[src/rtl/huff_code_packer.sv]
// huff_code_packer
//   Packs variable-length Huffman codewords MSB-first into fixed OUT_W-bit
//   words. Ready/valid on both sides; a flush pads the final partial word
//   with zeros, tags it out_last, then pulses flush_done.
// Ports
//   clk, reset_n            clock, async active-low reset
//   in_valid/in_ready       codeword handshake
//   code_value/code_mask    LSB-aligned codeword and contiguous bit mask
//   flush_req               one-cycle drain request (sampled in RUN only)
//   out_valid/out_ready     packed word handshake
//   out_word, out_last      packed word (oldest bit in MSB), padded-final tag
//   flush_done              one-cycle pulse when the flush has drained
//   total_bits              saturating count of accepted code bits
module huff_code_packer #(
  parameter int CODE_W = 3,
  parameter int OUT_W  = 8,
  parameter int CNT_W  = 16
) (
  input  logic              clk,
  input  logic              reset_n,
  input  logic              in_valid,
  output logic              in_ready,
  input  logic [CODE_W-1:0] code_value,
  input  logic [CODE_W-1:0] code_mask,
  input  logic              flush_req,
  output logic              out_valid,
  input  logic              out_ready,
  output logic [OUT_W-1:0]  out_word,
  output logic              out_last,
  output logic              flush_done,
  output logic [CNT_W-1:0]  total_bits
);

  localparam int AW = OUT_W + CODE_W;
  localparam int FW = $clog2(AW + 1);
  localparam logic [FW-1:0] OUT_W_F = FW'(OUT_W);

  typedef enum logic [1:0] {RUN, DRAIN, DONE} state_e;

  state_e          state_q, state_d;
  logic [AW-1:0]   acc_q, acc_d;
  logic [FW-1:0]   fill_q, fill_d;
  logic [CNT_W-1:0] total_q, total_d;
  logic [CNT_W:0]  total_sum;
  logic [FW-1:0]   len;
  logic [AW-1:0]   shifted;
  logic            full, pad, accept, emit;

  always_comb begin
    len = '0;
    for (int unsigned i = 0; i < CODE_W; i++) begin
      len = len + FW'(code_mask[i]);
    end
  end

  assign full   = (fill_q >= OUT_W_F);
  assign pad    = (state_q == DRAIN) && (fill_q != '0) && !full;
  // Gated by reset_n so every output reads 0 while reset is held.
  assign in_ready   = reset_n && (state_q == RUN) && !full;
  assign out_valid  = full || pad;
  assign out_last   = pad;
  assign flush_done = (state_q == DONE);
  assign total_bits = total_q;

  assign accept = in_valid && in_ready;
  assign emit   = out_valid && out_ready;

  // Full word: right-align acc[fill-1 -: OUT_W]. Partial word: left-justify
  // acc[fill-1:0]. Stale bits above fill fall out of the low OUT_W either way.
  always_comb begin
    if (full) begin
      shifted = acc_q >> (fill_q - OUT_W_F);
    end else begin
      shifted = acc_q << (OUT_W_F - fill_q);
    end
    out_word = shifted[OUT_W-1:0];
  end

  assign total_sum = {1'b0, total_q} + (CNT_W+1)'(len);

  always_comb begin
    state_d = state_q;
    acc_d   = acc_q;
    fill_d  = fill_q;
    total_d = total_q;
    if (accept) begin
      total_d = total_sum[CNT_W] ? '1 : total_sum[CNT_W-1:0];
    end
    case (state_q)
      RUN: begin
        if (accept) begin
          acc_d  = (acc_q << len) | AW'(code_value & code_mask);
          fill_d = fill_q + len;
        end else if (emit) begin
          fill_d = fill_q - OUT_W_F;
        end
        if (flush_req) begin
          state_d = DRAIN;
        end
      end
      DRAIN: begin
        if (full) begin
          if (emit) begin
            fill_d = fill_q - OUT_W_F;
          end
        end else if (fill_q != '0) begin
          if (emit) begin
            fill_d  = '0;
            state_d = DONE;
          end
        end else begin
          state_d = DONE;
        end
      end
      DONE: begin
        acc_d   = '0;
        fill_d  = '0;
        state_d = RUN;
      end
      default: state_d = RUN;
    endcase
  end

  always_ff @(posedge clk or negedge reset_n) begin
    if (!reset_n) begin
      state_q <= RUN;
      acc_q   <= '0;
      fill_q  <= '0;
      total_q <= '0;
    end else begin
      state_q <= state_d;
      acc_q   <= acc_d;
      fill_q  <= fill_d;
      total_q <= total_d;
    end
  end

endmodule

[config.mk]
export PLATFORM = sky130hd
export DESIGN_NAME = huff_code_packer
export DESIGN_NICKNAME = d
export VERILOG_FILES = /design/src/rtl/huff_code_packer.sv
export SDC_FILE = /design/constraint.sdc
export NUM_CORES = 1
export LEC_CHECK = 0
export CORE_MARGIN = 5
export CORE_UTILIZATION = 55
export CTS_CLUSTER_SIZE = 25
export DETAILED_ROUTE_END_ITERATION = 7
export GPL_ROUTABILITY_DRIVEN = 0
export PLACE_DENSITY = 0.81
export SKIP_LAST_GASP = 1
export SYNTH_ARGS = -nofsm -noshare
export SYNTH_HDL_FRONTEND = slang
export SYNTH_SLANG_ARGS = --single-unit
[constraint.sdc]
create_clock -name clk -period 3.9 [get_ports clk]
set_input_delay 0.78 -clock clk [delete_from_list [all_inputs] [get_ports clk]]
set_output_delay 0.78 -clock clk [all_outputs]
set_load 0.02 [all_outputs]
== Yosys cells after proc, flatten, opt, wreduce, memory -nomap -nowiden ==
Index checks and enable logic that the tools add are counted.

* Register bits: 33
* Input port bits: 11
* Logic and storage cells: 54

* Add/sub/neg operators: 6
* $lt $le $gt $ge: 1
* Equal/unequal tests: 8
* Shifts and indexed selects: 3
* Mux-type cells: 15
* Bitwise gates (word level): 2
* Reduce and logical (&&, ||, !) cells: 15

{| class="wikitable"
|+ Operators by type and width
! kind !! number
|-
| $pmux 11 s2 || 1
|-
| $mux 4 || 5
|-
| $add 16x3->17 || 1
|-
| $mux 16 || 1
|-
| $pmux 4 s3 || 1
|-
| $mux 11 || 1
|-
| $or 11x3->11 || 1
|-
| $shl 11x3->11 || 1
|-
| $shl 11x4->8 || 1
|-
| $shr 11x4->8 || 1
|-
| $mux 2 || 4
|-
| $mux 8 || 1
|-
| $logic_and 1x1->1 || 6
|-
| $ne 2x2->1 const B || 3
|-
| $ne 3x3->1 const B || 2
|-
| $reduce_and 3->1 || 2
|-
| $add 4x3->4 || 1
|-
| $ge 4x4->1 const B || 1
|-
| $pmux 2 s2 || 1
|-
| $reduce_bool 4->1 || 1
|-
| $sub 4x4->4 const A || 1
|-
| $sub 4x4->4 const B || 1
|-
| $add 2x1->3 || 1
|-
| $and 3x3->3 || 1
|-
| other kinds (10) || 10
|}

== Logic depth before layout (Yosys ltp) ==
* Depth after elaboration: 9
* Mapped depth: 10
* Depth with buffers taken out: 7

== Worst setup path after synthesis ==
No wires, ideal clock.

* Path kind: register to output
* Start: reg fill_q[0]
* End: out out_word[6]
* Arrival: 2641 ps
* Data required time: 3120 ps
* Slack: 479 ps
* Stages on the path, launching flop included: 11
* Path buffers: 4
* Cell sequence: dfrtp_1 > buf_2 > buf_2 > clkbuf_1 > inv_1 > ha_1 > clkbuf_1 > mux2i_1 > o22ai_1 > and3_1 > a221o_1

* Word-level cells in the longest chain between the ends: 3
* Elaborated cells between the ends (all ways): 6

{| class="wikitable"
|+ Ends and longest elaborated chain
! what !! RTL line !! RTL
|-
| from (decl) || 42 || <nowiki>logic [FW-1:0] fill_q, fill_d;</nowiki>
|-
| from (signal assigned) || 133 || <nowiki>fill_q <= fill_d;</nowiki>
|-
| $sub 4x4->4 (on tied branches) || 74, 72 ||
|-
| $shl 11x4->8 or $shr 11x4->8 (tied branches) || 74, 72 ||
|-
| $mux 8 (*) || 71 || <nowiki>if (full) begin</nowiki>
|-
| to (decl) || 28 || <nowiki>output logic [OUT_W-1:0] out_word,</nowiki>
|}

Every way passes the cells marked *; elsewhere a longest branch is shown, timed or not.

== Worst setup path after layout ==
* Start: reg fill_q[1]
* End: out out_word[1]

Same word-level chain as after synthesis.

==> flow_metrics.env <==
export IMPL_status="completed"
export IMPL_swShare_pct=44.53
export IMPL_grt_ovfl_total=0
export IMPL_hold_depth=2
export IMPL_busiest_layer="met2"
export IMPL_hold_class="flop to flop"
export IMPL_yosysMostFrequentCell="nand2_1"
export IMPL_totalWireLength_mm=6.636
export IMPL_rsz0062_at_grt="no"
export IMPL_slew_headroom_pct=46.67
export IMPL_pwr_share_comb_pct=55.9
export IMPL_cts_tree="built"
export IMPL_r2r_end="total_bits[9]"
export IMPL_fin_nets=349
export IMPL_synth_fp_nets=317
export IMPL_grt_max_degree=27
export IMPL_setup_viol=0
export IMPL_finClkSkew_ns=0.008451
export IMPL_netSwitchingPower_w=0.0009033
export IMPL_syn_to_final_growth_pct=20.04
export IMPL_cts_buffers=5
export IMPL_clock_root_buffer="clkbuf_8"
export IMPL_min_period_over_period_pct=88.39
export IMPL_syn_area_mm2=0.002691
export IMPL_worstHoldStart="total_bits[0]"
export IMPL_core_mm2=0.004723
export IMPL_worstPathRequired_ns=3.12
export IMPL_postSynthCellCount=292
export IMPL_wire_per_inst_um=16.93
export IMPL_cts_resized_gates=0
export IMPL_max_freq_ghz=0.2901
export IMPL_total_power_w=0.002028
export IMPL_synth_edf_count=0
export IMPL_die_x_um=79.95
export IMPL_use_met3_pct=4.289
export IMPL_clkPwrFrac_pct=14.4
export IMPL_hold_viol_final=0
export IMPL_globalRouteTotalUtil_pct=22.60
export IMPL_cts_setup_buffers=0
export IMPL_avgViaCountPerCell=6.260
export IMPL_yosys_top_cells_area="dfrtp_1 31%, mux4_2 8.4%, mux2i_1 6.0%, nand2_1 5.2%, ha_1 5.1%"
export IMPL_final_util_pct=68.40
export IMPL_drc=0
export IMPL_yosysWarnings=0
export IMPL_clock_sinks=33
export IMPL_dpl_hpwl_mm=4.769
export IMPL_antenna_found_initial=0
export IMPL_initial_core_util_pct=56.98
export IMPL_drv_slew=0
export IMPL_die_h_um=79.95
export IMPL_num_vias=2454
export IMPL_startpoint_type="flop"
export IMPL_maxCapViolations=0
export IMPL_global_route_usage_met2_pct=35.51
export IMPL_antenna_cells=0
export IMPL_worst_setup_path_end_kind="output pin"
export IMPL_clk_pin_slew_ns=0.07
export IMPL_grt_pass1_vias=2336
export IMPL_p_seq_share_pct=29.7
export IMPL_die_area_mm2=0.006392
export IMPL_cellInternalPower_w=0.001125
export IMPL_hold_slack_ns=0.5433
export IMPL_synth_area_leader_cell="dfrtp_1"
export IMPL_hold_end="total_bits[0]"
export IMPL_synth_top_cell_area_share_pct=30.68
export IMPL_drtPass1Iterations=4
export IMPL_path_class="flop to output pin"
export IMPL_r2r_start="state_q[0]"
export IMPL_crit_arrival_ns=2.67
export IMPL_ir_worst_vdd_v=0.0003740
export IMPL_worst_pin_slew_ns=0.7927
export IMPL_period_needed_ns=3.447
export IMPL_port_buffers=38
export IMPL_rrSetupSlack_ns=1.35
export IMPL_drive_gt1_share_pct=11.38
export IMPL_ys_async_sr_fraction_pct=100.0
export IMPL_avgSynthCellArea_um2=9.217
export IMPL_cts_htree_levels=2
export IMPL_cellPowerDensity_mw_per_mm2=627.8
export IMPL_rows=25
export IMPL_r2r_cells=7
export IMPL_cts_max_path_buffers=2
export IMPL_power_leakage_nw=1.312
export IMPL_ys_ff_latch=33
export IMPL_synth_cell_types=52
export IMPL_cp_max_fo=7
export IMPL_postRouteAntennaNets=0
export IMPL_ctsHoldBuffers=0
export IMPL_ios=39
export IMPL_gr_usage_met1_pct=31.78
export IMPL_synthTopCellsByCount="37 x nand2_1, 33 x dfrtp_1, 16 x clkbuf_1, 16 x mux2i_1"
export IMPL_synth_flop_cell="dfrtp_1"
export IMPL_clk_latency_ns=0.29
export IMPL_synth_seq_area_share_pct=30.68
export IMPL_detail_route_iter0_violations=184
export IMPL_grt_first_pass_wirelength_mm=11.34
export IMPL_tns_ns=0
-- layer usage --
metal / vias to the layer above / share of wire [%]
met2: 71 / 47
met1: 1221 / 47
li1: 1154 / -
met4: 0 / 1.3
met3: 8 / 4.9
met5: - / 0
-- power groups by stage --
stage | logic [W] | clock network, W | registers, W
5_1_grt | 0.00125 | 0.000315 | 0.000625
3_5_place_dp | 0.00113 | 0 | 0.000604
6_report | 0.00113 | 0.000291 | 0.000602
3_3_place_gp | 0.00111 | 0 | 0.000602
2_1_floorplan | 0.000856 | 0 | 0.000544
4_1_cts | 0.00113 | 0.000296 | 0.000600
-- critical path: stages (launching register included) --
cell and delay, ns:
dfrtp_1 0.38, inv_1 0.16, ha_1 0.23, xnor2_1 0.20, or3_1 0.43, o32ai_1 0.32, clkdlybuf4s50_1 0.66
-- cell usage in the layout, fill, tap and decap left out, types with 11 or more instances in the layout --
cell             netlist  final
nand3_1               12     12
clkdlybuf4s50_1        0     38
mux2i_1               16     16
nand2_1               37     37
ha_1                  11     11
inv_1                 13     13
nor2_1                12     12
a21oi_1               13     13
dfrtp_1               33     33
o21ai_0               12     12
-- final cells by class --
type | instances | area [um2]
clock buffers | 7 | 96.34
flip-flops and latches | 33 | 825.8
clock inverters | 1 | 5.005
well taps | 67 | 83.83
repair buffers | 45 | 432.9
multi-input cells | 226 | 1738
inverters | 13 | 48.80
fillers | 385 | 1493
-- worst max-delay path by stage --
stage / start / to / slack, ns
final: fill_q[1] / out_word[1] / 0.45
after global routing: fill_q[1] / out_word[1] / 0.29
after CTS: fill_q[1] / out_word[1] / 0.46
after detailed placement: code_mask[0] / fill_q[2] / 0.47
after global placement: code_mask[0] / fill_q[2] / 0.53
after floorplan: fill_q[0] / out_word[6] / 0.48
-- kinds of logic (layout without fill, tap and decap cells) --
family | after synthesis | in the layout | synth area share (%)
buffers and inverters | 33 | 66 | 4.742
AND/OR/NAND/NOR | 105 | 105 | 19.99
adder cells (fa/ha/maj) | 14 | 14 | 7.345
XOR/XNOR | 8 | 8 | 2.604
flip-flops | 33 | 33 | 30.68
AO/OA/AOI/OAI | 64 | 64 | 16.55
multiplexers | 35 | 35 | 18.08
-- state kept, by name, summed over array words and instances, names as in the netlist --
signal	flops
fill_q	4
acc_q	11
total_bits	16
state_q	2
-- through the flow --
step | instances | setup slack [ns] | instance area, um2
2_1_floorplan | 292 | 0.4794 | 2691
3_3_place_gp | 384 | 0.5279 | 3129
3_5_place_dp | 384 | 0.4708 | 3129
4_1_cts | 392 | 0.4635 | 3231
5_1_grt | 392 | 0.2933 | 3231
6_report | 392 | 0.4528 | 3231
Power figures use the tool's default switching activity.
